`config.mk`:
```
export PLATFORM = sky130hd
export DESIGN_NAME = vga_timing_gen
export DESIGN_NICKNAME = d
export VERILOG_FILES = /design/src/rtl/vga_timing_gen.sv
export SDC_FILE = /design/constraint.sdc
export NUM_CORES = 1
export LEC_CHECK = 0
export BUFFER_PORTS_ARGS = -buffer_cell sky130_fd_sc_hd__buf_2
export CORE_MARGIN = 3
export CORE_UTILIZATION = 53
export DETAILED_ROUTE_END_ITERATION = 8
export GPL_TIMING_DRIVEN = 0
export PLACE_DENSITY = 0.75
export SLEW_MARGIN = 10
export SYNTH_ARGS = -nofsm -noshare
export SYNTH_HDL_FRONTEND = slang
export SYNTH_SLANG_ARGS = --single-unit
export TNS_END_PERCENT = 10
```
`constraint.sdc`:
```
create_clock -name CLK -period 1.8 [get_ports CLK]
set_input_delay 0.09 -clock CLK [delete_from_list [all_inputs] [get_ports CLK]]
set_output_delay 0.09 -clock CLK [all_outputs]
set_load 0.05 [all_outputs]
```
`src/rtl/vga_timing_gen.sv`:
```
// Parametrised raster timing generator: free-running h/v counters, a registered decode
// stage and OUT_DLY extra stages, all advancing only on the pixel enable CE.
module vga_timing_gen #(
    parameter int H_DISPLAY = 640,
    parameter int H_FP      = 16,
    parameter int H_SYNC    = 96,
    parameter int H_BP      = 48,
    parameter int V_DISPLAY = 480,
    parameter int V_FP      = 10,
    parameter int V_SYNC    = 2,
    parameter int V_BP      = 33,
    parameter int H_POL     = 0,
    parameter int V_POL     = 0,
    parameter int CW        = 11,
    parameter int OUT_DLY   = 1
) (
    input  logic          CLK,
    input  logic          RESET,
    input  logic          CE,
    output logic          HSYNC,
    output logic          VSYNC,
    output logic          VIDEO_ON,
    output logic [CW-1:0] X,
    output logic [CW-1:0] Y,
    output logic          LINE_START,
    output logic          FRAME_START,
    output logic          FRAME_END
);

    localparam int H_TOTAL = H_DISPLAY + H_FP + H_SYNC + H_BP;
    localparam int V_TOTAL = V_DISPLAY + V_FP + V_SYNC + V_BP;
    // Clamped so array bounds stay legal even when the sanity check below fires.
    localparam int LAST    = (OUT_DLY < 0) ? 0 : ((OUT_DLY > 4) ? 4 : OUT_DLY);

    localparam logic [CW-1:0] H_LAST     = CW'(H_TOTAL - 1);
    localparam logic [CW-1:0] V_LAST     = CW'(V_TOTAL - 1);
    localparam logic [CW-1:0] H_VIS      = CW'(H_DISPLAY);
    localparam logic [CW-1:0] V_VIS      = CW'(V_DISPLAY);
    localparam logic [CW-1:0] H_VIS_LAST = CW'(H_DISPLAY - 1);
    localparam logic [CW-1:0] V_VIS_LAST = CW'(V_DISPLAY - 1);
    localparam logic [CW-1:0] HS_FIRST   = CW'(H_DISPLAY + H_FP);
    localparam logic [CW-1:0] HS_LAST    = CW'(H_DISPLAY + H_FP + H_SYNC - 1);
    localparam logic [CW-1:0] VS_FIRST   = CW'(V_DISPLAY + V_FP);
    localparam logic [CW-1:0] VS_LAST    = CW'(V_DISPLAY + V_FP + V_SYNC - 1);
    localparam logic          H_ACT      = (H_POL != 0) ? 1'b1 : 1'b0;
    localparam logic          V_ACT      = (V_POL != 0) ? 1'b1 : 1'b0;

    if (H_DISPLAY <= 0 || H_FP <= 0 || H_SYNC <= 0 || H_BP <= 0 ||
        V_DISPLAY <= 0 || V_FP <= 0 || V_SYNC <= 0 || V_BP <= 0 ||
        OUT_DLY < 0 || OUT_DLY > 4 ||
        (64'd1 << CW) < 64'(H_TOTAL) || (64'd1 << CW) < 64'(V_TOTAL)) begin : g_param_check
        $fatal(1, "vga_timing_gen: illegal parameter set");
    end

    typedef struct packed {
        logic          hsync;
        logic          vsync;
        logic          vid;
        logic          line_start;
        logic          frame_start;
        logic          frame_end;
        logic [CW-1:0] x;
        logic [CW-1:0] y;
    } out_t;

    function automatic out_t rst_val();
        out_t r;
        r             = '0;
        r.hsync       = ~H_ACT;
        r.vsync       = ~V_ACT;
        return r;
    endfunction

    logic [CW-1:0] h_q, h_d;
    logic [CW-1:0] v_q, v_d;
    out_t          dec_s;
    out_t          pipe_q [0:LAST];
    out_t          pipe_d [0:LAST];

    // Combinational decode of the current counter position.
    always_comb begin
        dec_s             = '0;
        dec_s.hsync       = (h_q >= HS_FIRST && h_q <= HS_LAST) ? H_ACT : ~H_ACT;
        dec_s.vsync       = (v_q >= VS_FIRST && v_q <= VS_LAST) ? V_ACT : ~V_ACT;
        dec_s.vid         = (h_q < H_VIS) && (v_q < V_VIS);
        dec_s.line_start  = (h_q == '0);
        dec_s.frame_start = (h_q == '0) && (v_q == '0);
        dec_s.frame_end   = (h_q == H_VIS_LAST) && (v_q == V_VIS_LAST);
        dec_s.x           = h_q;
        dec_s.y           = v_q;
    end

    // Next state of counters and pipeline; RESET wins over CE, CE=0 holds everything.
    always_comb begin
        h_d    = h_q;
        v_d    = v_q;
        pipe_d = pipe_q;
        if (RESET) begin
            h_d = '0;
            v_d = '0;
            for (int i = 0; i <= LAST; i++) begin
                pipe_d[i] = rst_val();
            end
        end else if (CE) begin
            if (h_q == H_LAST) begin
                h_d = '0;
                v_d = (v_q == V_LAST) ? '0 : v_q + {{(CW-1){1'b0}}, 1'b1};
            end else begin
                h_d = h_q + {{(CW-1){1'b0}}, 1'b1};
            end
            pipe_d[0] = dec_s;
            for (int i = 1; i <= LAST; i++) begin
                pipe_d[i] = pipe_q[i-1];
            end
        end else begin
            h_d = h_q;
        end
    end

    // State register for counters and every output stage.
    always_ff @(posedge CLK) begin
        h_q    <= h_d;
        v_q    <= v_d;
        pipe_q <= pipe_d;
    end

    assign HSYNC       = pipe_q[LAST].hsync;
    assign VSYNC       = pipe_q[LAST].vsync;
    assign VIDEO_ON    = pipe_q[LAST].vid;
    assign LINE_START  = pipe_q[LAST].line_start;
    assign FRAME_START = pipe_q[LAST].frame_start;
    assign FRAME_END   = pipe_q[LAST].frame_end;
    assign X           = pipe_q[LAST].x;
    assign Y           = pipe_q[LAST].y;

endmodule

```
==> results.cfg, run 1 <==
[clock_tree]
cts-hold-fix-buffers = 0
numCtsBuffers = 9
root_buffer = clkbuf_8
cts_max_level = 3
cts_tree = yes
clock-sinks = 78
clock_latency_ps = 350
clk_pin_slew_ps = 80
clockBufferDepth = 2

[power_and_ir_drop]
ir_drop_uv = 457
powerDensity_nw_per_um2 = 846
p_int_mw = 2.59
power_frac_comb = 0.059
power_leakage_nw = 1.71
power.switching_mw = 0.760
swShare = 0.227
seq_power_share = 0.526
pwr-share-clk = 0.415

[die]
die_h_um = 85.8
fp.coreArea_um2 = 6060
die-width_um = 85.8
fp.dieArea_um2 = 7370
initial_core_util = 0.557
rows = 28
ioPinCount = 31

[layout]
final_cell_count_no_fill = 487
drive_above_1_share = 0.248
fin_nets = 416
mostFrequentLayoutCells = 72 x dfxtp_1, 63 x nor2_1, 46 x mux2i_1
area_growth_pct = 17.2
design_area_um2 = 3960
antennaDiodeCount = 0
final_common_cell = dfxtp_1

[timing]
clock.fmax_mhz = 568
drv_slew = 0
max_slew.worst_pin.slew_ps = 666
setup_viol = 0
worst_slew_margin_rel = 0.556
skew_ps = 7.79
rsz0062_at_grt = yes
post-route-period-util = 0.978
final_hold_viol_count = 0
period_minus_slack_ps = 1760

[global_route]
grt_usage = 0.205
grt_max_degree = 13
globalRouteOverflowTotal = 0
grt_pass1_wl_um = 11900
grt_pass1_vias = 2637
grt_antenna_before_repair = 0

[worst_setup_path]
cpPeakStageDelay_ps = 560
required_ps = 2080
r2r.worst_path.cells = 6
rrSetupSlack_ps = 40
r2r-end = v_q[7]$_SDFFE_PP0P_
end_kind = flip-flop
cp.buffers_inverters = 1
crit_type = flip-flop to flip-flop
crit_family = simple AND/OR/NAND/NOR gates
crit_chain = ha_4 -> and4_1 -> buf_6 -> nand4_4 -> or4_4 -> a21oi_2
r2r-start = h_q[0]$_SDFFE_PP0P_
crit_slowest_cell = or4_4
critPathMaxFanout = 7
cp.arrival_ps = 2040
start_kind = flip-flop

[detailed_routing]
num_vias = 2676
routed_via_density = 5.49
drt_first_pass_iters = 4
routed_wl_um = 7040
initialDrtViolationCount = 208
ant_nets = 0
drc = 0
drt-wirelength-per-cell_um = 14.5

[logic_synthesis]
synth-seq-cells = 78
synth_nets = 368
synth_compound_area_frac = 0.0693
yosys.area_share.simple = 0.196
synth_top_family_by_area = simple AND/OR/NAND/NOR gates
synthMuxAreaShare = 0.136
synth_cell_type_count = 45
netlist_instances = 360
async_reset_ff_frac = 0
ys.flop_type = dfxtp_1
yosysSeqAreaShare = 0.462
synth_edf_count = 0
synthAdderAreaFrac = 0.0185
synth-xor-area-share = 0.0285
syn_avg_cell_area_um2 = 9.38
syn_area_um2 = 3380
synth_warnings = 0

[status]
status = finished, final reports clean

[placed_design]
dp_cells = 463
placed_area_um2 = 3610
port_buffers = 28
place_congestion = 0.858
hpwl_um = 4800

[min_path]
hold_path.class = input pin to flip-flop
holdPathEnd = pipe_q[46]$_SDFFE_PP0P_
hold_depth = 3
min_from = CE

[flow_run]
cap_violations = 0
[worst register-to-register path: stages (launching register included)]
cell	delay [ps]
dfxtp_4	390
ha_4	150
and4_1	210
buf_6	130
nand4_4	110
or4_4	560
a21oi_2	140
[metal layers]
layer,vias to the layer above,share of wire,GRT usage,wire length (um)
met2,68,0.49,0.345,3440
li1,1314,-,-,-
met1,1277,0.44,0.247,3090
met3,17,0.048,0.0327,336
met4,0,0.026,0.121,185
met5,-,0,0,0
[cells by family after synthesis]
kind of cell / count (synthesis)
AOI/OAI and AO/OA: 35
xor gates and xnor gates: 11
adders and majority gates: 5
buffers and inverters: 52
DFF: 78
muxes: 46
and+or+nand+nor: 133
[worst max path at each step]
stage	from	to	slack [ps]	cells past startpoint
2_1_floorplan	h_q[1]$_SDFFE_PP0P_	v_q[7]$_SDFFE_PP0P_	100	6
3_3_place_gp	h_q[0]$_SDFFE_PP0P_	v_q[7]$_SDFFE_PP0P_	-70	6
3_5_place_dp	h_q[0]$_SDFFE_PP0P_	v_q[3]$_SDFFE_PP0P_	-120	7
4_1_cts	h_q[0]$_SDFFE_PP0P_	v_q[7]$_SDFFE_PP0P_	0.2	6
5_1_grt	h_q[1]$_SDFFE_PP0P_	v_q[7]$_SDFFE_PP0P_	-50	7
6_report	h_q[0]$_SDFFE_PP0P_	v_q[7]$_SDFFE_PP0P_	40	6
[cell usage after synthesis, drive strengths merged (2+ instances only)]
cell type | count | area share
a211o | 3 | 0.0078
a21oi | 14 | 0.021
and3 | 2 | 0.0037
buf | 35 | 0.070
clkbuf | 9 | 0.010
dfxtp | 78 | 0.46
ha | 5 | 0.019
inv | 8 | 0.0089
mux2i | 46 | 0.14
nand2 | 14 | 0.016
nand3 | 14 | 0.021
nand4 | 9 | 0.019
nor2 | 63 | 0.070
nor2b | 6 | 0.011
nor3 | 4 | 0.0059
nor4 | 5 | 0.0093
o211ai | 2 | 0.0044
o21ai | 3 | 0.0044
o21bai | 3 | 0.0078
o31ai | 3 | 0.0067
or3 | 4 | 0.0074
or4 | 3 | 0.0067
xnor2 | 6 | 0.016
xor2 | 5 | 0.013
[power by group through the flow]
| stage | Sequential [mW] | Combinational [mW] | Clock [mW] |
|---|---|---|---|
| after floorplan | 1.82 | 0.126 | 0 |
| after global placement | 1.80 | 0.185 | 0 |
| after detailed placement | 1.80 | 0.189 | 0 |
| after CTS | 1.76 | 0.190 | 1.41 |
| after global routing | 1.76 | 0.217 | 1.48 |
| final | 1.76 | 0.198 | 1.39 |
[registers in the layout, summed over array words and instances (netlist names)]
| register | flops |
|---|---|
| LINE_START | 1 |
| v_q | 11 |
| X | 11 |
| VIDEO_ON | 1 |
| FRAME_START | 1 |
| h_q | 11 |
| FRAME_END | 1 |
| Y | 11 |
| VSYNC | 1 |
| HSYNC | 1 |
| pipe_q | 28 |
[metrics by stage]
stage	setup WS [ps]	setup TNS, ps	hold slack (ps)	util	power (mW)
after floorplan	97.4	0	387	-	1.94
after global placement	-71.5	-535	453	0.596	1.98
after detailed placement	-118	-1040	455	0.596	1.99
after CTS	0.205	0	88.2	0.635	3.35
after global routing	-54.9	-61.8	125	0.653	3.46
final	39.0	0	91.4	0.653	3.35
[repair_timing]
action | in CTS | in global routing
gates cloned | 0 | 0
pin swaps | 0 | 4
buffers inserted | 0 | 9
setup endpoints to repair | 16 | 9
resized for setup | 10 | 11
[cell type report]
class / instances / area [um2]
multi-input cells: 230 / 1570
fillers: 510 / 2100
clock buffers: 11 / 131
repair buffers: 37 / 208
plain buffers: 44 / 282
well taps: 75 / 93.8
flip-flops and latches: 78 / 1570
inverters: 8 / 30.0
clock inverters: 4 / 72.6
(Power assumes the default switching activity.)
==> run 2, diff against run 1 <==
==> constraint.sdc (replaced) <==
create_clock -name CLK -period 1.8 [get_ports CLK]
set_input_delay 0 -clock CLK [delete_from_list [all_inputs] [get_ports CLK]]
set_output_delay 0 -clock CLK [all_outputs]
set_load 0.05 [all_outputs]
==> results.cfg, run 2 (synthesis gave the netlist of run 1 again) <==
[global_route]
use_met3 = 0.0327
grt_pass1_vias = 2652
globalRouteOverflowTotal = 0
grt_pass1_wl_um = 11900
busiest_layer = met2
met1_usage = 0.247
grt_antenna_before_repair = 0
use_met2 = 0.343
grt_max_degree = 13
grt_usage = 0.205

[worst_setup_path]
critPathMaxFanout = 7
cp.arrival_ps = 1990
end_kind = flip-flop
start_kind = flip-flop
crit_type = flip-flop to flip-flop
required_ps = 2020

[die]
ioPinCount = 31
die_h_um = 85.8
fp.dieArea_um2 = 7370
fp.coreArea_um2 = 6060
initial_core_util = 0.557
rows = 28
die-width_um = 85.8

[power_and_ir_drop]
power_leakage_nw = 1.72
seq_power_share = 0.525
pwr-share-clk = 0.415
ir_drop_uv = 462
swShare = 0.227
power_frac_comb = 0.060
power.switching_mw = 0.762
p_int_mw = 2.59
powerDensity_nw_per_um2 = 845

[placed_design]
port_buffers = 28
placed_area_um2 = 3610
hpwl_um = 4800
pre_cts_slack_ps = -118
place_congestion = 0.858

[timing]
rsz0062_at_grt = yes
final_hold_viol_count = 0
drv_slew = 0
skew_ps = 6.99
setup_ws_ps = 32.7
max_slew.worst_pin.slew_ps = 665
period_minus_slack_ps = 1770
worst_slew_margin_rel = 0.557
setup_viol = 0
clock.fmax_mhz = 566
post-route-period-util = 0.982

[detailed_routing]
ant_nets = 0
num_vias = 2680
drt_first_pass_iters = 4
drt-wirelength-per-cell_um = 14.4
routed_wl_um = 7050
initialDrtViolationCount = 245
routed_via_density = 5.49
drc = 0

[layout]
largest_reg_flops = 28
final_common_cell = dfxtp_1
drive_above_1_share = 0.247
mostFrequentLayoutCells = 72 x dfxtp_1, 63 x nor2_1, 46 x mux2i_1
fin_nets = 417
antennaDiodeCount = 0
design_area_um2 = 3970
area_growth_pct = 17.5
top_register = pipe_q

[clock_tree]
numCtsBuffers = 9
root_buffer = clkbuf_8
cts_max_level = 3
clock_latency_ps = 350
clk_pin_slew_ps = 80
clock-sinks = 78
clockBufferDepth = 2
cts_tree = yes

[min_path]
hold_path.class = input pin to flip-flop

[flow_run]
cap_violations = 0

[status]
status = finished, final reports clean
run 2: repair_timing:
action	CTS	global route
pin swaps	0	4
buffers inserted	0	9
resized for setup	10	11
endpoints found under the setup margin	16	9
endpoints found under the hold margin	1	0
hold buffers	1	0
run 2: path summary, 6_finish.rpt:
| kind | cells after the start | slack (ps) | end | from |
|---|---|---|---|---|
| max | 7 | 30 | v_q[7]$_SDFFE_PP0P_ | h_q[0]$_SDFFE_PP0P_ |
| min | 3 | 40 | HSYNC$_SDFFE_PP1P_ | CE |
| max reg2reg | 7 | 30 | v_q[7]$_SDFFE_PP0P_ | h_q[0]$_SDFFE_PP0P_ |
| min reg2reg | 2 | 470 | pipe_q[46]$_SDFFE_PP0P_ | pipe_q[46]$_SDFFE_PP0P_ |
run 2: worst max-delay path, stage by stage, from the launching register on:
cell and delay, ps:
dfxtp_4 390, ha_4 150, and4_1 210, buf_6 130, nand4_4 110, buf_4 180, o31ai_1 360, a21oi_2 110
run 2: power by group through the flow:
| stage | logic, mW | clock network [mW] | registers (mW) |
|---|---|---|---|
| finish | 0.200 | 1.39 | 1.76 |
| global route | 0.219 | 1.48 | 1.76 |
| CTS | 0.192 | 1.41 | 1.76 |
| detailed placement | 0.189 | 0 | 1.80 |
| global placement | 0.185 | 0 | 1.80 |
| floorplan | 0.126 | 0 | 1.82 |
run 2: cell type report:
type / count / area, um2
Buffer: 44 / 282
Clock buffer: 11 / 131
Clock inverter: 4 / 72.6
Fill cell: 510 / 2090
Inverter: 8 / 30.0
Multi-Input combinational cell: 230 / 1570
Sequential cell: 78 / 1570
Tap cell: 75 / 93.8
Timing Repair Buffer: 38 / 218
run 2: metrics by stage:
stage	util	power, mW	setup TNS (ps)	hold slack (ps)	instances
floorplan	-	1.94	0	297	360
global placement	0.596	1.98	-535	364	463
detailed placement	0.596	1.99	-1040	365	463
CTS	0.636	3.36	0	43.9	479
global route	0.654	3.46	-61.8	87.4	488
finish	0.654	3.35	0	41.9	488
run 2: per-layer routing:
layer  vias up  wire length [um]
met5         -                 0
met4         0               209
met3        20               266
met2        56              3440
met1      1284              3130
li1       1320                 -
==> run 3, diff against run 2 <==
--- a/config.mk
+++ b/config.mk
@@ -10,7 +10,7 @@
 export CORE_UTILIZATION = 53
 export DETAILED_ROUTE_END_ITERATION = 8
 export GPL_TIMING_DRIVEN = 0
-export PLACE_DENSITY = 0.75
+export PLACE_DENSITY = 0.81
 export SLEW_MARGIN = 10
 export SYNTH_ARGS = -nofsm -noshare
 export SYNTH_HDL_FRONTEND = slang
==> results.cfg, run 3 (synthesis gave the netlist of run 1 again) <==
[detailed_routing]
drt_first_pass_iters = 4
routed_via_density = 5.38
routed_wl_um = 6910
top_layer_used = met4
drc = 0
drt-wirelength-per-cell_um = 14.2
wl_met1_um = 3150
initialDrtViolationCount = 140
ant_nets = 0
met2_length_um = 3220
num_vias = 2613
dr_wl_met3_um = 402

[power_and_ir_drop]
power.switching_mw = 0.745
power_frac_comb = 0.063
finalPower_mw = 3.17
p_int_mw = 2.43
pwr-share-clk = 0.383
power_leakage_nw = 1.70
seq_power_share = 0.554
ir_drop_uv = 535
powerDensity_nw_per_um2 = 809
swShare = 0.235

[timing]
whs_ps = 50.1
post-route-period-util = 0.979
period_minus_slack_ps = 1760
final_hold_viol_count = 0
worst_slew_margin_rel = 0.663
max_slew.worst_pin.slew_ps = 505
setup_viol = 0
skew_ps = 7.54
clock.fmax_mhz = 567
drv_slew = 0
tns_ps = 0

[clock_tree]
clock-sinks = 78
clk_pin_slew_ps = 80
clockBufferDepth = 2
cts_max_level = 3
root_buffer = clkbuf_8
clock_latency_ps = 350
cts_tree = yes
numCtsBuffers = 9

[die]
die_h_um = 85.8
fp.dieArea_um2 = 7370
fp.coreArea_um2 = 6060
rows = 28
initial_core_util = 0.557
die-width_um = 85.8
ioPinCount = 31

[worst_setup_path]
required_ps = 2080
critPathMaxFanout = 7
crit_slowest_cell = or4_1
cp.arrival_ps = 2050
cp.buffers_inverters = 1
start_kind = flip-flop
crit_type = flip-flop to flip-flop
cpPeakStageDelay_ps = 520
crit_family = simple AND/OR/NAND/NOR gates
crit_chain = ha_4 -> and4_1 -> buf_6 -> nand4_4 -> or4_1 -> a21oi_1
end_kind = flip-flop

[placed_design]
place_congestion = 0.862
port_buffers = 28
hpwl_um = 4820
placed_area_um2 = 3610

[layout]
largest_reg_flops = 28
drive_above_1_share = 0.241
area_growth_pct = 16.2
top_register = pipe_q
antennaDiodeCount = 0
final_util = 0.647
design_area_um2 = 3920
fillCellCount = 512
mostFrequentLayoutCells = 73 x dfxtp_1, 62 x nor2_1, 46 x mux2i_1
fin_nets = 414
final_common_cell = dfxtp_1

[global_route]
grt_pass1_vias = 2424
grt_max_degree = 13
grt_usage = 0.199
grt_antenna_before_repair = 0
globalRouteOverflowTotal = 0
grt_pass1_wl_um = 11500

[flow_run]
cap_violations = 0

[status]
status = finished, final reports clean

[min_path]
hold_path.class = input pin to flip-flop
## run 3: cell count changes in the layout (fill, tap and decap cells not counted), sizes merged
cell,before,now
bufinv,2,0
clkbuf,20,23
buf,72,68
clkinv,1,2
## run 3: path summary, 6_finish.rpt
check | start | end | slack, ps | cells past startpoint
setup / recovery | h_q[1]$_SDFFE_PP0P_ | v_q[7]$_SDFFE_PP0P_ | 40 | 6
hold / removal | RESET | pipe_q[51]$_SDFFE_PP0P_ | 50 | 2
setup reg to reg | h_q[1]$_SDFFE_PP0P_ | v_q[7]$_SDFFE_PP0P_ | 40 | 6
hold reg to reg | pipe_q[46]$_SDFFE_PP0P_ | pipe_q[46]$_SDFFE_PP0P_ | 470 | 2
## run 3: final cells by class
cell class	instances	area, um2	area share
Timing Repair Buffer	35	195	0.0498
Clock buffer	13	169	0.0431
Clock inverter	3	17.5	0.00447
Buffer	44	283	0.0721
Tap cell	75	93.8	0.0239
Sequential cell	78	1570	0.401
Multi-Input combinational cell	230	1560	0.398
Inverter	8	30.0	0.00766
## run 3: what timing repair did
| action | CTS | global route |
|---|---|---|
| setup buffers | 1 | 5 |
| endpoints found under the hold margin | 1 | 0 |
| gates resized for setup | 8 | 12 |
| setup endpoints to repair | 16 | 23 |
| hold buffers | 1 | 0 |
| pin swaps | 0 | 1 |
## run 3: stage by stage
stage / setup slack, ps / cells
2_1_floorplan: 97.4 / 360
3_3_place_gp: -54.7 / 463
3_5_place_dp: -127 / 463
4_1_cts: 4.73 / 481
5_1_grt: -22.9 / 486
6_report: 37.0 / 486
## run 3: power groups by stage
stage,combinational (mW),clock [mW],sequential (mW)
after floorplan,0.126,0,1.82
after global placement,0.183,0,1.80
after detailed placement,0.186,0,1.80
after CTS,0.190,1.24,1.76
after global routing,0.219,1.30,1.76
final,0.200,1.21,1.76
## run 3: metal layers
| metal | GRT usage | up-vias |
|---|---|---|
| li1 | - | 1314 |
| met5 | 0 | - |
| met2 | 0.309 | 67 |
| met3 | 0.0355 | 13 |
| met1 | 0.267 | 1219 |
| met4 | 0.101 | 0 |
## run 3: worst reg2reg max path: cells and delay by family, from the launching register on
family / cells / cell delay, ps
AOI/OAI and AO/OA: 1 / 160
adders and majority gates: 1 / 150
buffers and inverters: 1 / 140
DFF: 1 / 370
and+or+nand+nor: 3 / 870
